$ cat src/rtl/tdm_pkg.sv
// Shared definitions for the four-slot TDM demultiplexer.
// State encoding and slot geometry used by the top and its decoder.
package tdm_pkg;

    typedef enum logic {
        HUNT   = 1'b0,
        LOCKED = 1'b1
    } state_t;

    localparam int NUM_SLOTS = 4;
    localparam int SLOT_W    = 2;

endpackage

$ cat src/rtl/demux1to4.sv
// One-hot slot write-enable decoder.
// A single enable is steered to one of four outputs by a 2-bit select.
module demux1to4
    import tdm_pkg::*;
(
    input  logic [SLOT_W-1:0]    sel,
    input  logic                 en,
    output logic [NUM_SLOTS-1:0] y
);

    always_comb begin
        y = '0;
        if (en) y[sel] = 1'b1;
    end

endmodule

$ cat src/rtl/tdm_demux4.sv
// Four-slot TDM demultiplexer with frame-sync lock tracking.
// Slots 0..2 land in shadows; slot 3 commits the whole frame at once.
module tdm_demux4
    import tdm_pkg::*;
#(
    parameter int WIDTH = 8
) (
    input  logic             clk,
    input  logic             rst,
    input  logic [WIDTH-1:0] din,
    input  logic             din_valid,
    input  logic             frame_sync,
    output logic [WIDTH-1:0] ch0,
    output logic [WIDTH-1:0] ch1,
    output logic [WIDTH-1:0] ch2,
    output logic [WIDTH-1:0] ch3,
    output logic             frame_valid,
    output logic             sync_err,
    output logic             locked
);

    state_t              state;
    logic [SLOT_W-1:0]   slot;
    logic [WIDTH-1:0]    shadow0;
    logic [WIDTH-1:0]    shadow1;
    logic [WIDTH-1:0]    shadow2;
    logic [SLOT_W-1:0]   wr_sel;
    logic                wr_en;
    logic [NUM_SLOTS-1:0] slot_en;

    // A sync sample always restarts at slot 0; otherwise only a locked,
    // mid-frame sample is kept. Enable 3 doubles as the frame commit.
    always_comb begin
        wr_sel = frame_sync ? '0 : slot;
        wr_en  = din_valid &&
                 (frame_sync || (state == LOCKED && slot != '0));
    end

    demux1to4 u_demux (
        .sel (wr_sel),
        .en  (wr_en),
        .y   (slot_en)
    );

    always_ff @(posedge clk) begin
        if (rst) begin
            state       <= HUNT;
            slot        <= '0;
            shadow0     <= '0;
            shadow1     <= '0;
            shadow2     <= '0;
            ch0         <= '0;
            ch1         <= '0;
            ch2         <= '0;
            ch3         <= '0;
            frame_valid <= 1'b0;
            sync_err    <= 1'b0;
            locked      <= 1'b0;
        end else begin
            frame_valid <= 1'b0;
            sync_err    <= 1'b0;
            if (slot_en[0]) shadow0 <= din;
            if (slot_en[1]) shadow1 <= din;
            if (slot_en[2]) shadow2 <= din;
            if (slot_en[3]) begin
                ch0         <= shadow0;
                ch1         <= shadow1;
                ch2         <= shadow2;
                ch3         <= din;
                frame_valid <= 1'b1;
            end
            if (din_valid) begin
                unique case (state)
                    HUNT: begin
                        if (frame_sync) begin
                            state  <= LOCKED;
                            locked <= 1'b1;
                            slot   <= SLOT_W'(1);
                        end
                    end
                    LOCKED: begin
                        if (frame_sync) begin
                            sync_err <= (slot != '0);
                            slot     <= SLOT_W'(1);
                        end else if (slot == '0) begin
                            sync_err <= 1'b1;
                            state    <= HUNT;
                            locked   <= 1'b0;
                        end else begin
                            // slot 3 wraps to 0 by overflow
                            slot <= slot + SLOT_W'(1);
                        end
                    end
                endcase
            end
        end
    end

endmodule

$ cat config.mk
export PLATFORM = sky130hd
export DESIGN_NAME = tdm_demux4
export DESIGN_NICKNAME = d
export VERILOG_FILES = /design/src/rtl/tdm_pkg.sv /design/src/rtl/demux1to4.sv /design/src/rtl/tdm_demux4.sv
export SDC_FILE = /design/constraint.sdc
export NUM_CORES = 1
export LEC_CHECK = 0
export ABC_AREA = 1
export ABC_CLOCK_PERIOD_IN_PS = 1910
export CAP_MARGIN = 0
export CORE_UTILIZATION = 45
export CTS_BUF_LIST = sky130_fd_sc_hd__clkbuf_8
export DETAILED_ROUTE_END_ITERATION = 16
export DONT_BUFFER_PORTS = 1
export GPL_TIMING_DRIVEN = 0
export HOLD_SLACK_MARGIN = 0.05
export SLEW_MARGIN = 30
export SYNTH_ARGS = -nofsm -noshare
export SYNTH_HDL_FRONTEND = slang
export SYNTH_SLANG_ARGS = --single-unit
$ cat constraint.sdc
create_clock -name clk -period 1.91 [get_ports clk]
set_input_delay 0.573 -clock clk [delete_from_list [all_inputs] [get_ports clk]]
set_output_delay 0.573 -clock clk [all_outputs]
set_load 0.005 [all_outputs]
# Yosys cells after proc, flatten, opt, wreduce, memory -nomap -nowiden
# Cells that the tools add are included.
# word_totals
reg_bits	62
out_inout_bits	35
elab_cells	49
in_bits	12
# op_classes
n_eq_ne	4
add_sub_neg	1
reduce_logical	9
n_bitwise	2
mux	19
magnitude_cmp	2
# op_table
op	n
1-bit 2-to-1 mux	10
2-bit 2-to-1 mux	4
4-bit 2-to-1 mux	1
2-bit inequality test, second input constant	2
1-bit case mux with 2 select lines	2
2-bit case mux with 2 select lines	1
4-bit AND reduction	1
1-bit logical AND	3
2-bit by 3-bit less-than comparator with 1-bit output, second input constant	1
3-bit inequality test, second input constant	1
3-bit AND reduction	1
3-bit OR reduction	1
2-bit by 1-bit adder with 2-bit output, second input constant	1
1-bit demux with 2-bit select	1
2-bit by 1-bit greater-or-equal comparator with 1-bit output, second input constant	1
2-bit zero test	1
2-bit by 1-bit inequality test with 1-bit output, second input constant	1
1-bit NOT	2
2-bit nonzero test	1
1-bit logical OR	1

# Longest topological paths before layout
# logic_depth
ltp_word	7
depth_mapped	9
mapped_depth_nobuf	8

# Hierarchy
# Synthesis repeated with hierarchy kept, for this count alone.
# unflattened
cells_unflattened	293
hier_area_um2	2242.2
# by_module_without_submodules
mod	seq_area_each_um2	n_inst	area_each_um2	cells_per_inst
tdm_demux4	1241.2	1	2212.1	285
demux1to4	0.0	1	30.0	8

# Worst setup path after synthesis
# Ideal clock, no wire load.
# synth_timing
path_kind	register to register
start	reg slot[0]
end	reg ch0[0]
setup_slack_ps	453
setup_time_ps	115
period_less_slack_ps	1457
arrival_ps	1342
n_path_buf	1
required_ps	1795
stages_incl_launch_ff	10
cell_sequence	dfxtp_1 > inv_1 > ha_1 > inv_1 > nand3_1 > nand2_2 > clkbuf_1 > nand3_1 > nand2_1 > nor2_1
# synth_via
elab_chain_cells	6
elab_cells_between_ends	11
cone_classes	2 x order compare; 4 x mux; 5 x reduce/logical
# synth_lines
item	line	source
start, declared	tdm_demux4.sv:23	logic [SLOT_W-1:0] slot;
start signal, assigned	tdm_demux4.sv:91	slot <= slot + SLOT_W'(1);
2-bit 2-to-1 mux	tdm_demux4.sv:34	wr_sel = frame_sync ? '0 : slot;
2-bit by 3-bit less-than comparator with 1-bit output (implied by the code) or 2-bit by 1-bit greater-or-equal comparator with 1-bit output (tied branches)	demux1to4.sv:13	if (en) y[sel] = 1'b1;
1-bit logical AND (implied by the code)	demux1to4.sv:13	
1-bit 2-to-1 mux (implied by the code)	demux1to4.sv:13	
1-bit demux with 2-bit select	--	
4-bit 2-to-1 mux *	demux1to4.sv:13	
end signal, assigned	tdm_demux4.sv:66	ch0 <= shadow0;
end, declared	tdm_demux4.sv:13	output logic [WIDTH-1:0] ch0,
# Mark *: on every way between the ends. The rest lies on a longest branch, timed or not.
# A chain may end at the register's enable or synchronous reset.

# Worst setup path after layout
# layout_timing
start	reg slot[1]
end	reg shadow1[4]
# layout_via
elab_chain_cells	6
elab_cells_between_ends	11
cone_classes	2 x order compare; 4 x mux; 5 x reduce/logical
# layout_lines
item	line	source
2-bit 2-to-1 mux	tdm_demux4.sv:34	
2-bit by 3-bit less-than comparator with 1-bit output (implied by the code) or 2-bit by 1-bit greater-or-equal comparator with 1-bit output (tied branches)	demux1to4.sv:13	
1-bit logical AND (implied by the code)	demux1to4.sv:13	
1-bit 2-to-1 mux (implied by the code)	demux1to4.sv:13	
1-bit demux with 2-bit select	--	
4-bit 2-to-1 mux *	demux1to4.sv:13	
end signal, assigned	tdm_demux4.sv:63	if (slot_en[1]) shadow1 <= din;
end, declared	tdm_demux4.sv:25	logic [WIDTH-1:0] shadow1;
# Marked as above.

==> results.md <==
- H-tree Lvls: 3
- Mapped Avg Cell Area: 6.996 µm²
- Initial antenna violation count: 0
- Post-Route WL: 6435 µm
- Number of setup buffers added after CTS: 0
- Synthesized-area fraction occupied by ao, oa, aoi and oai cells: 0.1164
- Synthesized instance count: 384
- Seq. cell area: 1242 µm²
- Total negative slack for setup checks: 0 ns
- Post-synth net total: 398
- Post-synthesis register bit count: 62
- Worst hold margin: 0.3002 ns
- HPWL after detailed placement: 4375 µm
- Chain of cells forming the critical path: inv_1 -> ha_1 -> inv_1 -> nand3_1 -> nand2_4 -> clkbuf_4 -> buf_4 -> a21oi_1 -> nor2_1
- Die X-Extent: 79.27 µm
- Worst Path Buf+Inv: 4
- Highest clock rate: 600.0 MHz
- Path class of the lowest-slack min-delay path: primary input to flop
- Count of fill cells added during filler insertion: 587
- Leakage power of the design: 0.001229 µW
- DRT antenna net count: 0
- Area of the die: 6283 µm²
- Longest individual stage delay on the worst path: 0.41 ns
- Critical Path RT: 2.18 ns
- Fin nets: 409
- Shortest period the worst path allows: 1.667 ns
- Critical Path Fanout Max: 10
- Number of CTS-inserted buffers: 9
- Post-placement worst setup slack: 0.1292 ns
- Multi-input gate area in the final layout: 1140 µm²
- Ratio of total power to cell area: 873.3 nW/µm²
- Max-slew headroom at the worst pin: 0.6048
- Clk sinks: 62
- Count of antenna diodes in the layout: 0
- Syn-to-layout area delta: 10.01%
- Crit Path Class: flop to flop
- Layout cells sized above 1: 0.1025
- Gpl congestion: 0.8504
- Most common cell on crit path: sky130_fd_sc_hd__inv_1
- Count of buffers inserted at the top-level ports: 0
- Total number of placement rows: 27
- Post-Synthesis Cell Area: 2686 µm²
- Total count of hold-check failures in the final report: 0
- Arrival time of data at the critical path endpoint: 1.93 ns
- Post-detailed-route wirelength per cell: 13.63 µm
- Hold_buf cts: 0
- Number of setup violations in the final report: 0
- XOR/XNOR share of the synthesized area: 0
- Endpoint type of the worst setup path: flop
- Maximum number of pins on one net before global-route repair: 11
- Layout Skew: 0.007361 ns
- Placeable core region: 5642 µm²
- Synth unique cells: 19
- Final Cycle Share: 0.8726
- Final max-slew violation count: 0
- Register area share after synthesis: 0.4620
- Insertion delay to the later sink of the worst-skew pair: 0.33 ns
- Vias in the first global route: 2275
- Fraction of the mapped netlist area in adder cells: 0.009315
- Cell with the largest stage delay on the worst path: sky130_fd_sc_hd__dfxtp_1
- Status: complete, no violations
- Drt initial violations: 144
- TritonCTS clock tree: built
- Maximum number of buffers from clock root to sink: 2
- Worst vdd ir: 0.3829 mV
- Synth Area in Simple Gates: 0.2967
- Max Cap Violations: 0
- Number of remaining DRC errors: 0
- Family with the most delay on the worst path: buffers and inverters
- Total global routing overflow: 0
- Initial Util: 0.4762
- Critical path launch point type: flop
- Num ports: 47
- Number of placed instances with taps included: 456
- Actual slew at the worst max-slew pin: 0.5888 ns
- Final Instance Count excl. Fillers: 472
- Share of synthesized area spent on multiplexers: 0
- Number of vias after detailed routing: 2380
- Wire length of the first global-routing pass: 10840 µm
- RSZ-0062 raised after global routing: no
- CTS clk-pin slew, worst paths: 0.07 ns
- CTS Root Cell: sky130_fd_sc_hd__clkbuf_8
- Via density: 5.042
- Main combinational cell family by area after synthesis: simple AND/OR/NAND/NOR gates
- Slack of the critical path: 0.2434 ns
- Detailed-router iteration count before antenna repair: 4
- Vertical extent of the die: 79.27 µm
- Ys Warns: 0
- Total GRT Usage: 0.2272
-- synthesized netlist by cell type --
| cell | count | area share |
|---|---|---|
| sky130_fd_sc_hd__nand2_1 | 68 | 0.095 |
| sky130_fd_sc_hd__buf_4 | 6 | 0.017 |
| sky130_fd_sc_hd__a21oi_1 | 58 | 0.11 |
| sky130_fd_sc_hd__o21a_1 | 1 | 0.0028 |
| sky130_fd_sc_hd__inv_1 | 38 | 0.053 |
| sky130_fd_sc_hd__nand3_1 | 57 | 0.11 |
| sky130_fd_sc_hd__buf_2 | 11 | 0.020 |
| sky130_fd_sc_hd__buf_1 | 3 | 0.0042 |
| sky130_fd_sc_hd__dfxtp_1 | 62 | 0.46 |
| sky130_fd_sc_hd__o21ai_0 | 2 | 0.0037 |
| sky130_fd_sc_hd__nor3_1 | 1 | 0.0019 |
| sky130_fd_sc_hd__nand2_2 | 1 | 0.0023 |
| sky130_fd_sc_hd__o21ai_1 | 1 | 0.0019 |
| sky130_fd_sc_hd__clkbuf_1 | 5 | 0.0070 |
| sky130_fd_sc_hd__inv_2 | 1 | 0.0014 |
| sky130_fd_sc_hd__ha_1 | 2 | 0.0093 |
| sky130_fd_sc_hd__nor2_1 | 62 | 0.087 |
| sky130_fd_sc_hd__nor2_2 | 2 | 0.0047 |
| sky130_fd_sc_hd__buf_6 | 3 | 0.013 |
-- placed cells by master (no fill, tap or decap) --
cell,count
sky130_fd_sc_hd__buf_2,10
sky130_fd_sc_hd__a21oi_1,58
sky130_fd_sc_hd__buf_4,6
sky130_fd_sc_hd__nand2_4,1
sky130_fd_sc_hd__inv_1,40
sky130_fd_sc_hd__buf_6,3
sky130_fd_sc_hd__nor3_1,1
sky130_fd_sc_hd__o21ai_0,2
sky130_fd_sc_hd__buf_1,4
sky130_fd_sc_hd__nor2_2,2
sky130_fd_sc_hd__nand2_1,68
sky130_fd_sc_hd__ha_1,2
sky130_fd_sc_hd__dfxtp_2,1
sky130_fd_sc_hd__clkbuf_1,2
sky130_fd_sc_hd__clkinv_2,3
sky130_fd_sc_hd__nor2_1,62
sky130_fd_sc_hd__clkbuf_8,10
sky130_fd_sc_hd__clkbuf_2,2
sky130_fd_sc_hd__clkbuf_4,1
sky130_fd_sc_hd__o21ai_1,1
sky130_fd_sc_hd__o21a_1,1
sky130_fd_sc_hd__inv_2,1
sky130_fd_sc_hd__nand3_1,57
sky130_fd_sc_hd__clkinvlp_4,1
sky130_fd_sc_hd__dfxtp_1,61
-- where the power goes --
part | internal [µW] | switching (µW) | total (µW)
registers | 1320 | 19.8 | 1340
logic | 79.3 | 172 | 251
clock network | 489 | 496 | 986
total | 1890 | 688 | 2580
-- through the flow --
| stage | utilization | power (µW) | cell area, µm² |
|---|---|---|---|
| 3_5_place_dp | 0.4921 | 1619 | 2776 |
| 4_1_cts | 0.5218 | 2610 | 2944 |
| 5_1_grt | 0.5238 | 2712 | 2955 |
| 3_3_place_gp | 0.4921 | 1616 | 2776 |
| 2_1_floorplan | - | 1555 | 2686 |
| 6_report | 0.5238 | 2581 | 2955 |
-- final cells by class --
class	count	area share
Buffer	28	0.05716
Clock buffer	10	0.04657
Clock inverter	6	0.01016
Inverter	39	0.04953
Multi-Input combinational cell	255	0.3857
Sequential cell	62	0.4204
Tap cell	72	0.03048
-- kinds of logic after synthesis --
family	Yosys count
simple gates	191
buf+inv	67
compound gates	62
flops	62
fa+ha+maj	2
-- final timing paths --
kind | cells past startpoint | start | end | slack (ns)
worst max-delay path | 9 | slot[1]$_SDFFE_PP0P_ | shadow1[4]$_SDFFE_PP0P_ | 0.24
worst min-delay path | 1 | rst | state$_SDFFE_PP0P_ | 0.30
worst max register to register | 9 | slot[1]$_SDFFE_PP0P_ | shadow1[4]$_SDFFE_PP0P_ | 0.24
worst min register to register | 2 | shadow0[0]$_SDFFE_PP0P_ | shadow0[0]$_SDFFE_PP0P_ | 0.48
-- state kept, by name (all words and copies together), names as in the netlist --
signal / flops
ch0: 8
ch1: 8
ch2: 8
ch3: 8
shadow0: 8
shadow1: 8
shadow2: 8
slot: 2
frame_valid: 1
locked: 1
state: 1
sync_err: 1
-- what timing repair did --
action | in CTS | in global routing
endpoints found under the hold margin | 0 | 0
setup endpoints to repair | 0 | 50
gates resized for setup | 0 | 8
-- routing by layer --
metal	vias up	track usage	share of wire	routed length, µm
met5	-	0	0	0
met4	0	0.1073	0.016	103
met3	10	0.04138	0.038	245
met2	58	0.3612	0.44	2829
met1	1063	0.2962	0.51	3257
li1	1249	-	-	-
No activity file was read; power rests on OpenSTA's default activity.
